### config.mk
export PLATFORM = sky130hd
export DESIGN_NAME = ppu_row_scheduler
export DESIGN_NICKNAME = d
export VERILOG_FILES = /design/src/rtl/ppu_row_scheduler.sv
export SDC_FILE = /design/constraint.sdc
export NUM_CORES = 1
export LEC_CHECK = 0
export BUFFER_PORTS_ARGS = -buffer_cell sky130_fd_sc_hd__buf_2
export CORE_ASPECT_RATIO = 0.9
export CORE_MARGIN = 5
export CORE_UTILIZATION = 57
export DETAILED_ROUTE_END_ITERATION = 8
export PLACE_DENSITY = 0.84
export SLEW_MARGIN = 40
export SYNTH_ARGS = -nofsm -noshare
export SYNTH_HDL_FRONTEND = slang
export SYNTH_SLANG_ARGS = --single-unit
export TNS_END_PERCENT = 100
### constraint.sdc
create_clock -name clk_i -period 5.36 [get_ports clk_i]
set_input_delay 0.804 -clock clk_i [delete_from_list [all_inputs] [get_ports clk_i]]
set_output_delay 0.804 -clock clk_i [all_outputs]
set_load 0.1 [all_outputs]
### src/rtl/ppu_row_scheduler.sv
// Per-row render sequencer: kicks bg/sprite fetch, then the mixer, then waits for
// the HDMI row-RAM swap before advancing; tracks rows that miss their swap.
module ppu_row_scheduler #(
  parameter int NUM_ROWS = 240,
  parameter int LATE_W   = 8
) (
  input  logic              clk_i,
  input  logic              rst_i,
  input  logic              vblank_start_i,
  input  logic              vblank_end_i,
  input  logic              rowram_swap_i,
  input  logic              bg_done_i,
  input  logic              spr_done_i,
  input  logic              pix_done_i,
  output logic              bg_start_o,
  output logic              spr_start_o,
  output logic              pix_start_o,
  output logic              stage_abort_o,
  output logic [7:0]        row_num_o,
  output logic              busy_o,
  output logic              frame_done_o,
  output logic              frame_late_o,
  output logic [LATE_W-1:0] late_count_o
);

  typedef enum logic [1:0] {S_IDLE, S_FETCH, S_MIX, S_WAIT} state_e;

  state_e              state_q, state_d;
  logic [7:0]          row_q, row_d;
  logic                bg_ok_q, bg_ok_d, spr_ok_q, spr_ok_d, pend_q, pend_d;
  logic                late_q, late_d;
  logic [LATE_W-1:0]   lcnt_q, lcnt_d;
  logic                start_q, start_d, pix_q, pix_d, abort_q, abort_d;
  logic                fdone_q, fdone_d, busy_q, busy_d;
  logic                adv, late_ev;

  always_comb begin
    state_d  = state_q;
    row_d    = row_q;
    bg_ok_d  = bg_ok_q;
    spr_ok_d = spr_ok_q;
    pend_d   = pend_q;
    late_d   = late_q;
    lcnt_d   = lcnt_q;
    start_d  = 1'b0;
    pix_d    = 1'b0;
    abort_d  = 1'b0;
    fdone_d  = 1'b0;
    adv      = 1'b0;
    late_ev  = 1'b0;
    case (state_q)
      S_IDLE: if (vblank_end_i) begin
        state_d = S_FETCH;
        row_d   = 8'd0;
        start_d = 1'b1;
        late_d  = 1'b0;
        lcnt_d  = '0;
        pend_d  = 1'b0;
      end
      S_FETCH: begin
        late_ev  = rowram_swap_i;
        bg_ok_d  = bg_ok_q | bg_done_i;
        spr_ok_d = spr_ok_q | spr_done_i;
        if (bg_ok_d && spr_ok_d) begin
          state_d  = S_MIX;
          pix_d    = 1'b1;
          bg_ok_d  = 1'b0;
          spr_ok_d = 1'b0;
        end
      end
      S_MIX: begin
        if (pix_done_i) begin
          if (pend_q || rowram_swap_i) adv = 1'b1;
          else state_d = S_WAIT;
        end else begin
          late_ev = rowram_swap_i;
        end
      end
      S_WAIT:  adv = rowram_swap_i;
      default: state_d = S_IDLE;
    endcase

    // An early swap is remembered once; repeats only bump the counter.
    if (late_ev) begin
      pend_d = 1'b1;
      late_d = 1'b1;
      if (lcnt_q != '1) lcnt_d = lcnt_q + LATE_W'(1);
    end

    if (adv) begin
      pend_d = 1'b0;
      if (row_q < 8'(NUM_ROWS - 1)) begin
        row_d   = row_q + 8'd1;
        state_d = S_FETCH;
        start_d = 1'b1;
      end else begin
        fdone_d = 1'b1;
        state_d = S_IDLE;
      end
    end

    // vblank_start overrides everything else seen this cycle.
    if (state_q != S_IDLE && vblank_start_i) begin
      state_d  = S_IDLE;
      abort_d  = 1'b1;
      row_d    = row_q;
      bg_ok_d  = 1'b0;
      spr_ok_d = 1'b0;
      pend_d   = 1'b0;
      late_d   = late_q;
      lcnt_d   = lcnt_q;
      start_d  = 1'b0;
      pix_d    = 1'b0;
      fdone_d  = 1'b0;
    end

    busy_d = (state_d == S_FETCH) || (state_d == S_MIX);
  end

  always_ff @(posedge clk_i) begin
    if (rst_i) begin
      state_q  <= S_IDLE;
      row_q    <= 8'd0;
      bg_ok_q  <= 1'b0;
      spr_ok_q <= 1'b0;
      pend_q   <= 1'b0;
      late_q   <= 1'b0;
      lcnt_q   <= '0;
      start_q  <= 1'b0;
      pix_q    <= 1'b0;
      abort_q  <= 1'b0;
      fdone_q  <= 1'b0;
      busy_q   <= 1'b0;
    end else begin
      state_q  <= state_d;
      row_q    <= row_d;
      bg_ok_q  <= bg_ok_d;
      spr_ok_q <= spr_ok_d;
      pend_q   <= pend_d;
      late_q   <= late_d;
      lcnt_q   <= lcnt_d;
      start_q  <= start_d;
      pix_q    <= pix_d;
      abort_q  <= abort_d;
      fdone_q  <= fdone_d;
      busy_q   <= busy_d;
    end
  end

  assign bg_start_o    = start_q;
  assign spr_start_o   = start_q;
  assign pix_start_o   = pix_q;
  assign stage_abort_o = abort_q;
  assign row_num_o     = row_q;
  assign busy_o        = busy_q;
  assign frame_done_o  = fdone_q;
  assign frame_late_o  = late_q;
  assign late_count_o  = lcnt_q;

endmodule

# [Word-level counts from Yosys, hierarchy flattened]
# Index checks and enable logic that the tools add are counted.
[word_totals] input_bits=8 memories=0 latchBits=0 romBits=0 regBits=27 ramBits=0
[classes] n_shift=0 muxes=33 eq_ne=6 order_cmp=1 n_mul=0 add_sub_neg=2 reduce_logical=14 n_bitwise=5 div_mod_pow=0
[op_table] op="8-bit two-way mux" n=8
[op_table] op="8-bit by 1-bit adder with 8-bit output (second input constant)" n=2
[op_table] op="1-bit two-way mux" n=16
[op_table] op="2-bit two-way mux" n=6
[op_table] op="3-bit OR reduction" n=3
[op_table] op="8-bit less-than comparator (second input constant)" n=1
[op_table] op="8-bit inequality test (second input constant)" n=1
[op_table] op="2-bit equality test (second input constant)" n=3
[op_table] op="2-bit one-hot mux with 3 select lines" n=1
[op_table] op="2-bit nonzero test" n=3
[op_table] op="2-bit by 1-bit equality test with 1-bit output (second input constant)" n=2
[op_table] op="1-bit one-hot mux with 2 select lines" n=2
[op_table] op="1-bit NOT" n=3
[op_table] op="3-bit AND reduction" n=1
[op_table] op="1-bit logical AND" n=2
[op_table] op="2-bit zero test" n=1
[op_table] op="1-bit logical OR" n=2
[op_table] op="1-bit bitwise OR" n=2
[op_table] op="2-bit AND reduction" n=1
[op_table] op="2-bit OR reduction" n=1

# [Logic depth before layout (Yosys ltp)]
[logic_depth] word_depth=8 mapped_depth=8 mapped_depth_nobuf=7

# [Worst setup path before layout]
# OpenSTA, ideal clock, no wires.
[synth_path] path_kind="reg2reg" start="register lcnt_q[1] (netlist: late_count_o[1])" end="register lcnt_q[7] (netlist: late_count_o[7])" period_less_slack_ps=2230 path_slack_ps=3130 arrival_ps=2051 t_required_ps=5182 stages_incl_launch_ff=7 path_cell_list="dfxtp_1 ha_1 nand3_1 nor2_1 a21oi_2 nor2_1 a2111oi_2"
[synth_between] elab_chain_len=3 elab_cells_between_ends=4
[synth_lines] element="from (decl)" line="32" rtl="logic [LATE_W-1:0] lcnt_q, lcnt_d;"
[synth_lines] element="from (signal assigned)" line="141" rtl="lcnt_q <= lcnt_d;"
[synth_lines] element="8-bit by 1-bit adder with 8-bit output or 8-bit inequality test (tied branches)" line="87" rtl="if (lcnt_q != '1) lcnt_d = lcnt_q + LATE_W'(1);"
[synth_lines] element="8-bit two-way mux (*)" line="87"
[synth_lines] element="8-bit two-way mux (*)" line="84" rtl="if (late_ev) begin"
# Mark *: on every way between the ends. The rest lies on a longest branch, timed or not.
# A chain may end at the register's enable or synchronous reset.

# [Final worst setup path]
[layout_path] start="register state_q[1]" end="register lcnt_q[7] (netlist: late_count_o[7])"
[layout_between] elab_chain_len=4 elab_cells_between_ends=9
[layout_lines] element="from (decl)" line="28" rtl="state_e state_q, state_d;"
[layout_lines] element="from (signal assigned)" line="135" rtl="state_q <= state_d;"
[layout_lines] element="2-bit zero test" line="51" rtl="case (state_q)"
[layout_lines] element="8-bit two-way mux" line="51"
[layout_lines] element="8-bit two-way mux" line="87"
[layout_lines] element="8-bit two-way mux" line="84"
# Parallel ways exist; a longest one is shown, timed or not.

==> impl_metrics.toml <==
[route]
wl_per_cell_um = 14.6
wirelength_um = 3370
vias = 1409
drt-initial-drc-count = 63
dr.pass1.iters = 6
remaining_drc_errors = 0
drtAntennaViolNets = 0
avgViaCountPerCell = 6.13

[layout]
fillers = 214
layoutNonFillerInstCount = 230
fin_nets = 218
drive_gt1_share_pct = 20.8
final_util_pct = 67.1
antennaDiodeCount = 0
area_growth_pct = 12.4
finalInstanceArea_sq_um = 1660

[sta]
hold_violations = 0
holdWs_ns = 0.479
finClkSkew_ns = 0.00238
max_freq_mhz = 447
tns_ns = 0
setup_viol = 0
period_minus_slack_ns = 2.23
slew_violations = 0
setup_ws_ns = 3.13
rsz0062_at_grt = "false"
fin_crit_sh_pct = 41.7
tightestPinTransition_ns = 0.760
slew_headroom_pct = 49.2

[worst_setup_path]
rr_endpoint = "late_count_o[7]"
critPathMaxFanout = 12
r2r_start = "state_q[1]"
slowest_stage = "nor2b_1"
rrSetupSlack_ns = 3.13
cp-start-kind = "flop"
critPathMaxStageDelay_ns = 0.62
critPathKind = "reg2reg"
crit_chain = "inv_1 -> ha_1 -> nor2b_1 -> nor3_2 -> and4_1 -> a2111oi_2"
crit_path_end_kind = "flop"
path_delay_family = "simple AND/OR/NAND/NOR gates"
required_ns = 5.58
arrival_ns = 2.46
path_buf_inv = 1
reg2reg_depth = 6

[yosys]
yosysUniqueCellTypes = 49
ys_seq_area_share_pct = 36.7
synthTopCellsByArea = "dfxtp_1, ha_1, nor2_1"
synth_enable_flop_cells = 0
synth_seq_cells = 27
synthFlopType = "dfxtp_1"
syn_nets = 189
netlist_top_cells_count = "dfxtp_1, nor2_1, nand2_1"
postSynthCellCount = 174
yosysWarningCount = 0
synth_area_per_cell_sq_um = 8.46
synth_top_area_share_pct = 36.7
ys_async_sr_fraction_pct = 0
syn_area_sq_um = 1470
yosys.area.top_type = "dfxtp_1"
synth_most_common_cell = "dfxtp_1"

[min_path]
hold_path_depth = 2
holdPathEnd = "frame_late_o"
hold_path_class = "reg2reg"
hold_start = "frame_late_o"

[cts]
post_cts_buffers = 0
cts_resized = 0
holdBufCountCts = 0
cts.clk_slew.worst_paths_ns = 0.14
cts.sink_count = 27
cts-root-buf = "clkbuf_4"
htreeDepth = 1
clk_latency_ns = 0.31
cts_tree = "yes"
cts_made_buffers = 3
clockBufferDepth = 2

[place]
portBuffers = 30
dpl_cell_area_sq_um = 1630
dp_cells = 226
gp_congestion = 0.830
hpwl_um = 2560
dpl_worst_slack_ns = 3.04

[floorplan]
die_h_um = 58.2
design.core.area_sq_um = 2470
placementRows = 17
io_pins = 31
die_w_um = 63.6
initial_core_util_pct = 59.7
die-area_sq_um = 3700

[grt]
grt_pass1_vias = 1320
grt_pass1_wl_um = 5510
grt_max_degree = 19
grt-ovfl-total = 0
antenna_found_initial = 0
track_usage_pct = 17.8

[power]
total_power_mw = 0.458
combPwrFrac_pct = 33.5
p_sw_mw = 0.180
p_sw_share_pct = 39.2
p_clk_share_pct = 19.0
power_density_nw_per_um2 = 277
p_seq_share_pct = 47.6
p_leak_nw = 0.672
p_int_mw = 0.278
ir_drop_mv = 0.274

[status]
outcome = "finished, final reports clean"

[job]
drv_cap = 0
## routing by layer
layer	wire length, um	track usage (%)
met1	1480	23.0
met2	1570	30.6
met5	0	0
met4	48	5.34
met3	263	2.91
## how the worst max path moves through the flow
stage,start,cells after the start,to,slack [ns]
floorplan,late_count_o[1],6,late_count_o[7],3.13
global placement,vblank_start_i,5,late_count_o[7],3.14
detailed placement,vblank_start_i,5,late_count_o[7],3.04
CTS,state_q[1],6,late_count_o[7],3.12
global route,state_q[1],6,late_count_o[7],2.92
finish,state_q[1],6,late_count_o[7],3.13
## registers in the layout (all words and copies together), names as in the netlist
signal,cells
frame_late_o,1
late_count_o,8
bg_start_o,1
stage_abort_o,1
state_q,2
pend_q,1
busy_o,1
pix_start_o,1
frame_done_o,1
row_num_o,8
bg_ok_q,1
spr_ok_q,1
## kinds of logic (layout without fill, tap and decap cells)
| kind of cell | count (synthesis) | in the layout | share of synthesized area, % |
|---|---|---|---|
| AND/OR/NAND/NOR | 67 | 67 | 22.8 |
| XOR/XNOR | 2 | 2 | 1.19 |
| buffers and inverters | 11 | 39 | 3.23 |
| adder cells (fa/ha/maj) | 7 | 7 | 5.95 |
| flip-flops | 27 | 27 | 36.7 |
| AO/OA/AOI/OAI | 58 | 58 | 28.7 |
| multiplexers | 2 | 2 | 1.44 |
## final cells by class
type,instances,area [sq um],share of cell area [%]
multi-input cells,136,885,53.4
flip-flops and latches,27,541,32.7
well taps,28,35.0,2.12
repair buffers,30,150,9.07
inverters,5,18.8,1.13
clock buffers,4,26.3,1.59
## worst min-delay path, stage by stage, from the launching register on
cell     delay (ns)
dfxtp_1        0.34
nand2_1        0.05
a21oi_1        0.06
## layout by cell type, fill, tap and decap left out, types with 2 or more instances in the layout
cell type / instances
a21oi_1: 14
a22oi_1: 5
a31oi_1: 2
and3_1: 4
and4_1: 2
buf_2: 30
clkbuf_4: 3
dfxtp_1: 27
ha_1: 7
inv_1: 5
nand2_1: 15
nand2b_1: 3
nand3_1: 8
nor2_1: 19
nor2b_1: 2
nor3_1: 6
nor4_1: 2
o21a_1: 4
o21ai_0: 11
o22ai_1: 2
o31ai_1: 3
## power by group through the flow
stage | Sequential [mW] | Combinational, mW | Clock [mW]
4_1_cts | 0.218 | 0.152 | 0.0870
3_5_place_dp | 0.222 | 0.152 | 0
3_3_place_gp | 0.221 | 0.149 | 0
2_1_floorplan | 0.261 | 0.0862 | 0
6_report | 0.218 | 0.153 | 0.0869
5_1_grt | 0.219 | 0.164 | 0.0957
No activity file was read; power rests on OpenSTA's default activity.
